<file path="src/rtl/program_loader.sv">
// program_loader: streams a length-prefixed little-endian byte image into memory over the flash port while holding the core in reset.
// Optional trailing XOR checksum byte when PROGRAM_LOADER_CHECKSUM_EN is defined.
module program_loader #(
  parameter int               WIDTH     = 32,
  parameter int               MAX_WORDS = 256,
  parameter logic [WIDTH-1:0] BASE_ADDR = '0
) (
  input  logic             clk,
  input  logic             rst,
  input  logic             start,
  input  logic             byte_valid,
  input  logic [7:0]       byte_data,
  output logic             byte_ready,
  output logic             flash_en,
  output logic [WIDTH-1:0] flash_addr,
  output logic [WIDTH-1:0] flash_data,
  output logic             cpu_hold,
  output logic             busy,
  output logic             done,
  output logic             error,
  output logic [15:0]      words_written
);
  typedef enum logic [2:0] {
    IDLE, LEN_LO, LEN_HI, DATA, WRITE,
`ifdef PROGRAM_LOADER_CHECKSUM_EN
    CHECK,
`endif
    DONE, ERROR
  } state_t;
`ifdef PROGRAM_LOADER_CHECKSUM_EN
  localparam state_t FIN = CHECK;
`else
  localparam state_t FIN = DONE;
`endif
  state_t state, next;
  logic [15:0] len, n;
  logic [1:0] byte_cnt;
  logic [WIDTH-1:0] word;
  logic xfer, go, last, busy_n, rdy_n;
`ifdef PROGRAM_LOADER_CHECKSUM_EN
  logic [7:0] csum;
`endif
  assign xfer = byte_valid & byte_ready;
  assign n    = {byte_data, len[7:0]};
  assign last = (words_written + 16'd1) == len;
  assign go   = start && (state == IDLE || state == DONE || state == ERROR);
  always_ff @(posedge clk)
    state <= rst ? IDLE : next;
  always_comb begin
    next = state;
    case (state)
      IDLE, DONE, ERROR: next = go ? LEN_LO : state;
      LEN_LO: next = xfer ? LEN_HI : state;
      LEN_HI: next = !xfer ? state : n == 16'd0 ? FIN : 32'(n) > 32'(MAX_WORDS) ? ERROR : DATA;
      DATA: next = (xfer && byte_cnt == 2'd3) ? WRITE : state;
      WRITE: next = last ? FIN : DATA;
`ifdef PROGRAM_LOADER_CHECKSUM_EN
      CHECK: next = !xfer ? state : (byte_data == csum) ? DONE : ERROR;
`endif
      default: next = IDLE;
    endcase
    busy_n = !(next == IDLE || next == DONE || next == ERROR);
    rdy_n  = busy_n && next != WRITE;
  end
  // Status outputs are registered copies of what the next state implies, so they line up with the state.
  always_ff @(posedge clk) begin
    if (rst) begin
      byte_ready    <= 1'b0;
      flash_en      <= 1'b0;
      flash_addr    <= '0;
      flash_data    <= '0;
      cpu_hold      <= 1'b0;
      busy          <= 1'b0;
      done          <= 1'b0;
      error         <= 1'b0;
      words_written <= '0;
      len           <= '0;
      byte_cnt      <= '0;
      word          <= '0;
    end else begin
      byte_ready <= rdy_n;
      busy       <= busy_n;
      cpu_hold   <= busy_n;
      done       <= next == DONE;
      error      <= next == ERROR;
      flash_en   <= next == WRITE;
      if (go) begin
        words_written <= '0;
        byte_cnt      <= '0;
      end
      if (xfer && state == LEN_LO) len[7:0] <= byte_data;
      if (xfer && state == LEN_HI) len[15:8] <= byte_data;
      if (xfer && state == DATA) begin
        word[{byte_cnt, 3'b000} +: 8] <= byte_data;
        byte_cnt <= byte_cnt + 2'd1;
      end
      if (next == WRITE) begin
        flash_data <= {byte_data, word[23:0]};
        flash_addr <= BASE_ADDR + (WIDTH'(words_written) << 2);
      end
      if (state == WRITE) words_written <= words_written + 16'd1;
    end
  end
`ifdef PROGRAM_LOADER_CHECKSUM_EN
  always_ff @(posedge clk)
    if (rst || go) csum <= '0;
    else if (xfer && state == DATA) csum <= csum ^ byte_data;
`endif
endmodule

</file>
<file path="config.mk">
export PLATFORM = sky130hd
export DESIGN_NAME = program_loader
export DESIGN_NICKNAME = d
export VERILOG_FILES = /design/src/rtl/program_loader.sv
export SDC_FILE = /design/constraint.sdc
export NUM_CORES = 1
export LEC_CHECK = 0
export ABC_AREA = 1
export BUFFER_PORTS_ARGS = -buffer_cell sky130_fd_sc_hd__buf_4
export CAP_MARGIN = 5
export CORE_MARGIN = 4
export CORE_UTILIZATION = 55
export CTS_CLUSTER_DIAMETER = 120
export DETAILED_ROUTE_END_ITERATION = 7
export GPL_TIMING_DRIVEN = 0
export MAX_ROUTING_LAYER = met4
export PLACE_DENSITY = 0.81
export SYNTH_ARGS = -nofsm -noshare
export SYNTH_HDL_FRONTEND = slang
export SYNTH_SLANG_ARGS = --single-unit
</file>
<file path="constraint.sdc">
create_clock -name clk -period 2.25 [get_ports clk]
set_input_delay 0.3375 -clock clk [delete_from_list [all_inputs] [get_ports clk]]
set_output_delay 0.3375 -clock clk [all_outputs]
set_load 0.01 [all_outputs]
</file>
==> results of run 1 <==
-- stage by stage --
step	total power, mW	instance area, µm²	util (%)	std cells	setup slack, ns
global route	5.61	6810	76.6	969	-0.0768
floorplan	2.51	5180	-	734	0.137
detailed placement	2.67	5920	66.6	923	-0.235
CTS	5.39	6620	74.4	961	0.0122
global placement	2.65	5920	66.6	923	-0.178
finish	5.46	6810	76.6	969	0.0282
-- layout by cell type (no fill, tap or decap), types with 4 or more instances in the layout --
cell	n
sky130_fd_sc_hd__nand2_1	107
sky130_fd_sc_hd__o21ai_0	89
sky130_fd_sc_hd__nor2_2	8
sky130_fd_sc_hd__a21oi_1	107
sky130_fd_sc_hd__nor2_1	59
sky130_fd_sc_hd__nand4_1	15
sky130_fd_sc_hd__clkbuf_1	26
sky130_fd_sc_hd__nand3_2	5
sky130_fd_sc_hd__dfxtp_2	10
sky130_fd_sc_hd__ha_1	5
sky130_fd_sc_hd__dfxtp_1	102
sky130_fd_sc_hd__clkbuf_16	16
sky130_fd_sc_hd__nand3_1	40
sky130_fd_sc_hd__nand2_2	14
sky130_fd_sc_hd__buf_4	110
sky130_fd_sc_hd__conb_1	16
sky130_fd_sc_hd__clkinvlp_4	4
sky130_fd_sc_hd__nor2_4	7
sky130_fd_sc_hd__inv_1	81
-- where the power goes --
| part | total, mW | leakage [nW] | switching [mW] | internal, mW |
|---|---|---|---|---|
| registers | 2.11 | 0.926 | 0.0376 | 2.07 |
| logic | 0.602 | 1.66 | 0.380 | 0.222 |
| clock network | 2.75 | 0.284 | 1.02 | 1.73 |
| total | 5.46 | 2.87 | 1.44 | 4.02 |
-- critical path: stages, from the launching register on --
cell	delay, ns
sky130_fd_sc_hd__dfxtp_4	0.39
sky130_fd_sc_hd__ha_4	0.19
sky130_fd_sc_hd__nand2_4	0.06
sky130_fd_sc_hd__nor2_4	0.15
sky130_fd_sc_hd__buf_12	0.15
sky130_fd_sc_hd__nand2_1	0.06
sky130_fd_sc_hd__nand2_2	0.10
sky130_fd_sc_hd__nand3_2	0.07
sky130_fd_sc_hd__nand2_2	0.07
sky130_fd_sc_hd__nand4_1	0.14
sky130_fd_sc_hd__nor2_2	0.18
sky130_fd_sc_hd__nand2_2	0.08
sky130_fd_sc_hd__a21oi_4	0.18
sky130_fd_sc_hd__nand3_2	0.11
sky130_fd_sc_hd__nand3_2	0.14
sky130_fd_sc_hd__nor2_2	0.05
-- registers in the layout, summed over array words and instances, names as in the netlist --
| signal | flops |
|---|---|
| busy | 1 |
| byte_cnt | 2 |
| byte_ready | 1 |
| done | 1 |
| error | 1 |
| flash_addr | 16 |
| flash_data | 32 |
| flash_en | 1 |
| len | 16 |
| state | 3 |
| word | 24 |
| words_written | 16 |
-- area by class of cell --
cell class,instances,area [µm²]
inverter,84,315
sequential,114,2300
timing repair buffer,95,729
buffer,47,251
fill,660,2080
multi-input combinational,489,2470
clock inverter,14,178
tap,108,135
clock buffer,18,428
-- cells in the mapped netlist, drive strengths merged --
library cell  count
nor3              1
a21oi           108
a211oi            1
nand4            15
conb              1
inv              84
nand2           122
a31o              1
or2               1
o21ai            92
buf              19
nand3            47
nor3b             1
nor2             74
clkbuf           28
xor2              2
ha                6
a21o              1
dfxtp           114
o21bai            1
-- worst max-delay path by stage --
| stage | start | to | slack (ns) | depth (start not counted) |
|---|---|---|---|---|
| floorplan | words_written[0] | busy | 0.14 | 16 |
| global placement | words_written[0] | busy | -0.18 | 16 |
| detailed placement | words_written[0] | byte_ready | -0.24 | 16 |
| CTS | words_written[1] | byte_ready | 0.01 | 17 |
| global route | words_written[1] | error | -0.08 | 15 |
| finish | words_written[0] | busy | 0.03 | 15 |
-- layer usage --
metal | up-vias | wire [µm] | global-route usage, %
li1 | 2598 | - | -
met1 | 2517 | 6470 | 35.3
met2 | 238 | 7840 | 46.7
met3 | 42 | 1110 | 5.46
met4 | 0 | 429 | 12.6
met5 | - | 0 | -
-- cell families after synthesis --
family / synth area share (%)
AO/OA/AOI/OAI: 20.4
XOR/XNOR: 0.342
adder cells (fa/ha/maj): 1.47
buffers and inverters: 10.9
flip-flops: 44.6
other: 0.0732
AND/OR/NAND/NOR: 22.2
-- timing repair --
action                                  CTS  global route
pin swaps                                 3            11
endpoints found under the setup margin    5            43
hold buffers                              0             0
resized for setup                         9            51
setup buffers                             6             8
==> metrics.log, run 1 <==
[metrics] insertion delay to the later sink of the worst-skew pair: 0.52 ns
[metrics] power per cell area: 802 nW/µm²
[metrics] part of the cycle the worst path needs: 98.7%
[metrics] Max IR drop VDD: 607 µV
[metrics] relative area change from synthesis to final layout: 33.0%
[metrics] setup repair after global routing missed its margin: yes
[metrics] start point of the worst min-delay path: rst
[metrics] Final GP Congestion: 0.942
[metrics] count of synthesis-stage warnings from yosys: 0
[metrics] sum of net half-perimeters after detailed placement: 10,600 µm
[metrics] Endpoint, Worst Hold: byte_cnt[1]
[metrics] fraction of post-synthesis cell area in the top cell type by area: 44.6%
[metrics] via total after detailed routing: 5,395
[metrics] number of stages on the worst hold path: 2
[metrics] clock period minus final worst setup slack: 2.22 ns
[metrics] final net count: 866
[metrics] Cells after Synth: 719
[metrics] worst endpoint required time: 2.66 ns
[metrics] Synth cell types: 28
[metrics] vias in the first global route: 5,058
[metrics] remaining global-route overflow: 0
[metrics] Core Rows: 34
[metrics] # diodes: 0
[metrics] leading area contributor after synthesis: sky130_fd_sc_hd__dfxtp_1
[metrics] final setup TNS: 0 ns
[metrics] standard cell core area: 8890 µm²
[metrics] largest net degree at the start of global routing: 17
[metrics] worst setup path class: reg2reg
[metrics] Fin Clk Skew: 0.00993 ns
[metrics] CTS Buf Count: 17
[metrics] router iterations before antenna repair: 5
[metrics] highest clock rate: 450 MHz
[metrics] Fin Hold WS: 0.0493 ns
[metrics] Clock Path Buffers: 2
[metrics] sequential element share of the synthesized area: 44.6%
[metrics] total global routing track utilization: 28.9%
[metrics] First DRT Iteration DRCs: 417
[metrics] outcome: finished, final reports clean
[metrics] worst hold-check path type: in2reg
[metrics] final hold viol count: 0
[metrics] mean area per synthesized cell: 7.12 µm²
[metrics] die extent in y: 105 µm
[metrics] Top-Level Pins: 98
[metrics] Clock Sink Count: 114
[metrics] total die area: 10,900 µm²
[metrics] endpoint of the worst register-to-register path: busy
[metrics] leakage power total: 2.87 nW
[metrics] worst slew slack as a fraction of its limit: 57.7%
[metrics] Max Fanout on Critical Path: 6
[metrics] flip-flop and latch count after synthesis: 114
[metrics] type of origin of the critical path: flop
[metrics] Clock Root Buffer: sky130_fd_sc_hd__clkbuf_8
[metrics] register clock-pin slew on the reported worst setup and hold paths: 0.06 ns
[metrics] transition at the pin with the smallest max-transition slack: 0.635 ns
[metrics] total DRC errors in the routed layout: 0
[metrics] Crit Reg-Reg Startpoint: words_written[0]
[metrics] top cells by area in the synthesized netlist: sky130_fd_sc_hd__dfxtp_1 (45%), sky130_fd_sc_hd__a21oi_1 (10%), sky130_fd_sc_hd__o21ai_0 (8.9%)
[metrics] number of failing setup endpoints in the final timing report: 0
[metrics] H-tree levels: 4
[metrics] max cap viols: 0
[metrics] average vias per placed instance: 5.57
[metrics] CTS tree: built
[metrics] Chip Width: 105 µm
[metrics] critical path arrival: 2.63 ns
[metrics] FF-to-FF setup slack: 0.03 ns
[metrics] initial antenna violation count: 0
[metrics] pins over their slew limit: 0
[metrics] total of buffers placed on input and output ports: 81
[metrics] drt wl/cell: 16.4 µm
[metrics] fraction of layout instances using a drive strength above 1: 24.0%
[metrics] cell area after technology mapping: 5120 µm²
[metrics] initial core utilization: 57.6%
[metrics] routed wire length: 15,900 µm
[metrics] endpoint kind of the worst setup timing path: flop
[metrics] antenna violation net count after detailed routing: 0
[metrics] global-route wire length before repair: 24,900 µm
[metrics] depth of the most critical reg-to-reg path: 15
(Power assumes the default switching activity.)
==> inputs of run 2 (changes only) <==
ABC_AREA = default   (was 1)
CORE_UTILIZATION = 56   (was 55)
PLACE_DENSITY = 0.82   (was 0.81)
==> run 2 against run 1 <==
Against the previous run: the run now ends with setup timing left; first-iteration DRC count shrank 16%; sequential share of layout area shrank 1.3 points; register-to-register slack lost 0.05 ns; synthesized cell count shrank 6.4%; clock power grew 3%; area after synthesis grew 3.3%; sequential power shrank 3%; die area grew 1.4%; core utilization grew 0.058 points; non-clock buffer count grew 17; combinational power shrank 60%; worst hold slack gained 0.082 ns; largest power group unchanged; highest routed layer unchanged.
==> metrics.log, run 2 <==
[metrics] Fin Hold WS: 0.131 ns (+0.0818 ns)
[metrics] relative area change from synthesis to final layout: 33.8%
[metrics] sum of net half-perimeters after detailed placement: 10,700 µm (+1.4%)
[metrics] initial core utilization: 57.3% (-0.32 points)
[metrics] final net count: 818 (-5.5%)
[metrics] final core utilization: 76.7% (about the same)
[metrics] insertion delay to the later sink of the worst-skew pair: 0.52 ns (about the same)
[metrics] Synth cell types: 62 (+120%)
[metrics] placed insts: 896 (-2.9%)
[metrics] Final GP Congestion: 0.912 (-3.2%)
[metrics] most used standard cells in the synthesized netlist: sky130_fd_sc_hd__nand2_1 (155), sky130_fd_sc_hd__dfxtp_1 (114), sky130_fd_sc_hd__a21oi_1 (104), sky130_fd_sc_hd__nand3_1 (38)
[metrics] part of the cycle the worst path needs: 101% (+2.3 points)
[metrics] fraction of layout instances using a drive strength above 1: 25.9% (+1.8 points)
[metrics] total global routing track utilization: 29.7% (+0.73 points)
[metrics] commonest non-fill, non-tap cell in the layout: sky130_fd_sc_hd__nand2_1
[metrics] antenna violation net count after detailed routing: 0 (unchanged)
[metrics] top cells by area in the synthesized netlist: sky130_fd_sc_hd__dfxtp_1 (43%), sky130_fd_sc_hd__nand2_1 (11%), sky130_fd_sc_hd__a21oi_1 (9.8%)
[metrics] standard cell area after detailed placement: 6110 µm² (+3.2%)
[metrics] pins over their slew limit: 0 (unchanged)
[metrics] router iterations before antenna repair: 6 (+1)
[metrics] max cap viols: 0 (unchanged)
[metrics] Fin Clk Skew: 0.0107 ns (+0.000789 ns)
[metrics] highest clock rate: 440 MHz (-2.2%)
[metrics] flip-flop and latch count after synthesis: 114 (unchanged)
[metrics] Power Total: 5.12 mW (-6.3%)
[metrics] largest reg by FF count: flash_data
[metrics] leading area contributor after synthesis: sky130_fd_sc_hd__dfxtp_1
[metrics] Cells after Synth: 673 (-6.4%)
[metrics] setup slack after placement: -0.397 ns (-0.162 ns)
[metrics] number of flip-flops in the largest register: 32 (unchanged)
[metrics] standard cell core area: 9240 µm² (+3.9%)
[metrics] Core Rows: 35 (+2.9%)
[metrics] mean area per synthesized cell: 7.87 µm² (+10%)
[metrics] final non-filler cell area: 7080 µm² (+4.0%)
[metrics] setup repair after global routing missed its margin: yes
[metrics] First DRT Iteration DRCs: 351 (-16%)
[metrics] die extent in y: 105 µm (+0.69%)
[metrics] delay of the slowest critical-path stage: 0.48 ns (+0.09 ns)
[metrics] crit-path cells: and4_2 -> buf_6 -> nand4_4 -> or4b_1 -> a31oi_1 -> o21ai_2 -> nor3b_4 -> a211oi_2
[metrics] final setup TNS: -0.0225 ns (-0.0225 ns)
[metrics] Max IR drop VDD: 439 µV (-28%)
[metrics] Multi-input gate area: 2850 µm² (+15%)
[metrics] remaining global-route overflow: 0 (unchanged)
[metrics] Max Fanout on Critical Path: 8 (+2)
[metrics] transition at the pin with the smallest max-transition slack: 0.932 ns (+0.297 ns)
[metrics] outcome: finished, violations left
[metrics] commonest cells after routing, fill and taps aside: sky130_fd_sc_hd__nand2_1 (152), sky130_fd_sc_hd__buf_4 (115), sky130_fd_sc_hd__a21oi_1 (104)
[metrics] average vias per placed instance: 5.66 (+1.7%)
[metrics] fraction of post-synthesis cell area in the top cell type by area: 43.1% (-1.4 points)
[metrics] Top-Level Pins: 98 (unchanged)
[metrics] register clock-pin slew on the reported worst setup and hold paths: 0.06 ns (about the same)
[metrics] global-route wire length before repair: 25,700 µm (+3.6%)
[metrics] type of origin of the critical path: flop
[metrics] min setup slack post-route: -0.0225 ns (-0.0507 ns)
[metrics] final hold viol count: 0 (unchanged)
[metrics] cell with the largest stage delay on the worst path: sky130_fd_sc_hd__or4b_1
[metrics] count of flip-flops with a built-in enable after synthesis: 0 (unchanged)
[metrics] final std cells w/o fill: 941 (-2.9%)
[metrics] largest net degree at the start of global routing: 17 (unchanged)
[metrics] endpoint kind of the worst setup timing path: flop
[metrics] async set-reset flop share out of synthesis: 0% (unchanged)
[metrics] Clock Root Buffer: sky130_fd_sc_hd__clkbuf_8
[metrics] cell area after technology mapping: 5290 µm² (+3.3%)
[metrics] # diodes: 0 (unchanged)
[metrics] Clock Sink Count: 114 (unchanged)
[metrics] critical path arrival: 2.64 ns (about the same)
[metrics] Crit path buffers/inverters: 1 (unchanged)
[metrics] Top Registers: flash_data (32), word (24)
[metrics] violated checks: setup timing
[metrics] H-tree levels: 4 (unchanged)
[metrics] CTS tree: built
[metrics] Chip Width: 105 µm (+0.69%)
[metrics] top_reg_cell synth: sky130_fd_sc_hd__dfxtp_1
[metrics] sequential element share of the synthesized area: 43.1% (-1.4 points)
[metrics] drt wl/cell: 17.1 µm (+4.3%)
[metrics] count of synthesis-stage warnings from yosys: 0 (unchanged)
[metrics] leakage power total: 2.76 nW (-3.6%)
[metrics] most repeated cell in the gate-level netlist after synthesis: sky130_fd_sc_hd__nand2_1
[metrics] initial antenna violation count: 0 (unchanged)
[metrics] total of buffers placed on input and output ports: 79 (-2.5%)
[metrics] worst setup path class: reg2reg
[metrics] worst slew slack as a fraction of its limit: 37.5% (-20 points)
[metrics] vias in the first global route: 5,170 (+2.2%)
[metrics] clock period minus final worst setup slack: 2.27 ns (+0.0507 ns)
[metrics] worst endpoint required time: 2.62 ns (-0.04 ns)
[metrics] total DRC errors in the routed layout: 0 (unchanged)
[metrics] cell family with most CP delay: simple AND/OR/NAND/NOR gates
[metrics] total die area: 11,100 µm² (+1.4%)
[metrics] via total after detailed routing: 5,327 (-1.3%)
[metrics] total of fill cells in the finished design: 682 (+3.3%)
[metrics] CTS Buf Count: 17 (unchanged)
[metrics] Clock Path Buffers: 2 (unchanged)
[metrics] total area of sequential cells: 2300 µm² (unchanged)
[metrics] number of failing setup endpoints in the final timing report: 1 (+1)
[metrics] FF-to-FF setup slack: -0.02 ns (-0.05 ns)
[metrics] routed wire length: 16,100 µm (+1.3%)
[metrics] worst hold-check path type: in2reg
[metrics] power per cell area: 722 nW/µm² (-9.9%)
-- run 2: cell count changes in the layout (fill, tap and decap cells not counted), moves of 7 or more --
cell | before | now
sky130_fd_sc_hd__nand4_1 | 15 | 3
sky130_fd_sc_hd__and2_1 | 0 | 9
sky130_fd_sc_hd__mux2i_1 | 0 | 10
sky130_fd_sc_hd__o21ai_0 | 89 | 10
sky130_fd_sc_hd__nand2_2 | 14 | 2
sky130_fd_sc_hd__nor2_2 | 8 | 1
sky130_fd_sc_hd__inv_1 | 81 | 8
sky130_fd_sc_hd__nor2_4 | 7 | 0
sky130_fd_sc_hd__nand2_1 | 107 | 152
sky130_fd_sc_hd__nor3_1 | 0 | 10
sky130_fd_sc_hd__xor2_1 | 2 | 9
sky130_fd_sc_hd__nor2_1 | 59 | 34
sky130_fd_sc_hd__xnor2_1 | 0 | 10
-- run 2: timing repair --
| action | 4_1_cts | 5_1_grt |
|---|---|---|
| hold buffers | 0 | 0 |
| setup buffers | 10 | 8 |
| pin swaps | 7 | 4 |
| hold endpoints to repair | 0 | 0 |
| endpoints found under the setup margin | 36 | 55 |
| gates resized for setup | 44 | 26 |
-- run 2: where the power goes --
part / internal (mW) / switching, mW / total [mW]
Sequential: 2.03 / 0.0154 / 2.04
Combinational: 0.0885 / 0.150 / 0.239
Clock: 1.81 / 1.02 / 2.83
-- run 2: tightest hold or removal path, delay by kind of cell --
kind,cells,cell delay [ns]
AND/OR/NAND/NOR,1,0.06
buffers and inverters,1,0.16
AO/OA/AOI/OAI,1,0.05
-- run 2: area by class of cell --
type                    instances  area share (%)
repair buffers                 97            10.3
clock inverters                14            2.88
well taps                     129            2.28
flip-flops and latches        114            32.5
clock buffers                  17            5.85
inverters                       8           0.424
plain buffers                  62            5.62
multi-input cells             500            40.2
-- run 2: path summary, 6_finish.rpt --
kind,start,cells after the start,endpoint
min reg2reg,word[17],2,flash_data[17]
min,byte_data[1],3,flash_data[25]
max,words_written[5],8,busy
max reg2reg,words_written[5],8,busy
-- run 2: kinds of logic after synthesis --
group / after synthesis / synth area share (%)
XOR/XNOR: 19 / 3.14
multiplexers: 11 / 2.10
AO/OA/AOI/OAI: 146 / 15.5
adder cells (fa/ha/maj): 6 / 1.42
flip-flops: 114 / 43.1
buffers and inverters: 74 / 6.78
AND/OR/NAND/NOR: 302 / 27.9
other: 1 / 0.0708
-- run 2: routing by layer --
| metal | wire, µm | up-vias | global-route usage, % |
|---|---|---|---|
| met5 | 0 | - | - |
| met4 | 397 | 0 | 11.3 |
| met3 | 1190 | 42 | 5.45 |
| met2 | 7580 | 243 | 45.7 |
| met1 | 6880 | 2528 | 38.9 |
| li1 | - | 2514 | - |
==> inputs of run 3 (changes only) <==
CORE_UTILIZATION = 30   (was 56)
HOLD_SLACK_MARGIN = 0.12   (was default)
PLACE_DENSITY = 0.5   (was 0.82)
==> run 3 against run 2 <==
Against the previous run: clock skew is 0.0016 ns lower; power is 0.87% higher; highest routed layer unchanged; largest power group unchanged; cell count is 9.8% higher; clock-buffer cell count is 6 higher; critical path depth is 1 lower; clock power is 2% higher; fmax is 0.24% higher; flip-flop and latch count stayed put; the run still ends with setup timing left; core utilization is 35 points lower; combinational power hardly changed; critical endpoint is now state[2].
==> metrics.log, run 3 (synthesis results as in run 2) <==
[metrics] outcome: finished, violations left
[metrics] violated checks: setup timing
[metrics] routed wire length: 16,500 µm (+2.5%)
[metrics] remaining global-route overflow: 0 (unchanged)
[metrics] Top Registers: flash_data (32), word (24)
[metrics] worst slew slack as a fraction of its limit: 37.8% (+0.27 points)
[metrics] standard cell area after detailed placement: 6230 µm² (+2.0%)
[metrics] Final GP Congestion: 0.839 (-8.0%)
[metrics] global-route wire length before repair: 26,000 µm (+1.1%)
[metrics] Top-Level Pins: 98 (unchanged)
[metrics] Clock Path Buffers: 2 (unchanged)
[metrics] register clock-pin slew on the reported worst setup and hold paths: 0.05 ns (about the same)
[metrics] total die area: 19,800 µm² (+79%)
[metrics] total of fill cells in the finished design: 1,789 (+160%)
[metrics] critical path arrival: 2.63 ns (about the same)
[metrics] worst setup path class: reg2reg
[metrics] Chip Width: 141 µm (+34%)
[metrics] relative area change from synthesis to final layout: 34.9%
[metrics] placed insts: 992 (+11%)
[metrics] max cap viols: 0 (unchanged)
[metrics] total area of sequential cells: 2310 µm² (+0.27%)
[metrics] commonest non-fill, non-tap cell in the layout: sky130_fd_sc_hd__nand2_1
[metrics] worst hold-check path type: in2reg
[metrics] final core utilization: 41.3% (-35 points)
[metrics] total global routing track utilization: 17.1% (-13 points)
[metrics] min setup slack post-route: -0.0171 ns (+0.00538 ns)
[metrics] largest net degree at the start of global routing: 17 (unchanged)
[metrics] number of stages on the worst hold path: 3 (unchanged)
[metrics] setup repair after global routing missed its margin: yes
[metrics] type of origin of the critical path: flop
[metrics] highest clock rate: 441 MHz (+0.24%)
[metrics] sum of net half-perimeters after detailed placement: 11,700 µm (+9.2%)
[metrics] Fin Clk Skew: 0.00907 ns (-0.00165 ns)
[metrics] Max Fanout on Critical Path: 7 (-1)
[metrics] average vias per placed instance: 4.85 (-14%)
[metrics] final setup TNS: -0.0288 ns (-0.00625 ns)
[metrics] worst endpoint required time: 2.61 ns (about the same)
[metrics] vias in the first global route: 4,727 (-8.6%)
[metrics] antenna violation net count after detailed routing: 0 (unchanged)
[metrics] number of failing setup endpoints in the final timing report: 2 (+1)
[metrics] endpoint kind of the worst setup timing path: flop
[metrics] initial antenna violation count: 0 (unchanged)
[metrics] transition at the pin with the smallest max-transition slack: 0.930 ns (-0.00239 ns)
[metrics] crit-path cells: nand3_1 -> nor4_4 -> xnor2_2 -> a211o_1 -> and4bb_2 -> nor3b_4 -> o21ba_1
[metrics] # diodes: 0 (unchanged)
[metrics] final net count: 813 (-0.61%)
[metrics] CTS tree: built
[metrics] cell with the largest stage delay on the worst path: sky130_fd_sc_hd__dfxtp_1
[metrics] power per cell area: 723 nW/µm² (about the same)
[metrics] insertion delay to the later sink of the worst-skew pair: 0.42 ns (-0.10 ns)
[metrics] setup slack after placement: -0.475 ns (-0.0784 ns)
[metrics] via total after detailed routing: 5,009 (-6.0%)
[metrics] Multi-input gate area: 2820 µm² (-0.75%)
[metrics] initial core utilization: 30.6% (-27 points)
[metrics] commonest cells after routing, fill and taps aside: sky130_fd_sc_hd__nand2_1 (152), sky130_fd_sc_hd__buf_4 (113), sky130_fd_sc_hd__a21oi_1 (104)
[metrics] pins over their slew limit: 0 (unchanged)
[metrics] leakage power total: 2.76 nW (about the same)
[metrics] fraction of layout instances using a drive strength above 1: 25.0% (-0.86 points)
[metrics] delay of the slowest critical-path stage: 0.48 ns (about the same)
[metrics] total of buffers placed on input and output ports: 79 (unchanged)
[metrics] Max IR drop VDD: 563 µV (+28%)
[metrics] First DRT Iteration DRCs: 255 (-27%)
[metrics] die extent in y: 141 µm (+34%)
[metrics] clock period minus final worst setup slack: 2.27 ns (-0.00538 ns)
[metrics] final std cells w/o fill: 1,033 (+9.8%)
[metrics] final non-filler cell area: 7140 µm² (+0.79%)
[metrics] depth of the most critical reg-to-reg path: 7 (-1)
[metrics] largest reg by FF count: flash_data
[metrics] drt wl/cell: 15.9 µm (-6.6%)
[metrics] Clock Root Buffer: sky130_fd_sc_hd__clkbuf_16
[metrics] H-tree levels: 4 (unchanged)
[metrics] part of the cycle the worst path needs: 101% (-0.24 points)
[metrics] number of flip-flops in the largest register: 32 (unchanged)
[metrics] Clock Sink Count: 114 (unchanged)
[metrics] total DRC errors in the routed layout: 0 (unchanged)
[metrics] final hold viol count: 0 (unchanged)
[metrics] Core Rows: 48 (+37%)
[metrics] router iterations before antenna repair: 5 (-1)
[metrics] CTS Buf Count: 17 (unchanged)
[metrics] standard cell core area: 17,300 µm² (+87%)
==> run 3: cell count changes in the layout (fill, tap and decap cells not counted), moves of 3 or more <==
| cell | previous run | this run |
|---|---|---|
| sky130_fd_sc_hd__dfxtp_4 | 2 | 5 |
| sky130_fd_sc_hd__dfxtp_2 | 10 | 6 |
| sky130_fd_sc_hd__clkbuf_1 | 26 | 31 |
| sky130_fd_sc_hd__inv_6 | 4 | 0 |
==> run 3: path summary, 6_finish.rpt <==
path	from	endpoint	slack, ns
worst max-delay path	words_written[11]	state[2]	-0.02
worst min-delay path	byte_data[7]	len[15]	0.25
worst max register to register	words_written[11]	state[2]	-0.02
worst min register to register	flash_addr[10]	flash_addr[10]	0.45
==> run 3: metal layers <==
layer | vias to the layer above | global-route usage (%) | wire (µm) | part of all wire (%)
li1 | 2516 | - | - | -
met1 | 2340 | 22.2 | 7830 | 48
met2 | 127 | 26.2 | 7590 | 46
met3 | 26 | 3.73 | 731 | 4.4
met4 | 0 | 6.22 | 318 | 1.9
met5 | - | - | 0 | 0
==> run 3: worst max-delay path: cells and delay by family, from the launching register on <==
| family | cells | cell delay [ns] |
|---|---|---|
| AND/OR/NAND/NOR | 4 | 1.18 |
| XOR/XNOR | 1 | 0.13 |
| flip-flops | 1 | 0.48 |
| AO/OA/AOI/OAI | 2 | 0.43 |
==> run 3: area by class of cell <==
type / count / area share (%)
tap: 225 / 3.94
buffer: 59 / 5.05
multi-input combinational: 500 / 39.6
timing repair buffer: 95 / 9.99
clock inverter: 9 / 2.16
clock buffer: 23 / 6.55
inverter: 8 / 0.421
sequential: 114 / 32.3
==> run 3: timing repair <==
item                                    in CTS  in global routing
hold buffers                                 0                  0
pin swaps                                    8                  9
buffers inserted                            15                  1
endpoints found under the setup margin      36                 81
gates resized for setup                     40                 31
==> run 3: power breakdown <==
part / switching, mW / total [mW] / internal [mW]
Combinational: 0.152 / 0.241 / 0.0893
Clock: 0.971 / 2.88 / 1.91
Sequential: 0.0143 / 2.04 / 2.03
==> run 3: stage by stage <==
step / hold WS (ns) / power, mW
CTS: 0.230 / 5.21
global placement: 0.443 / 2.32
finish: 0.245 / 5.16
detailed placement: 0.445 / 2.32
global route: 0.253 / 5.30
floorplan: 0.432 / 2.23
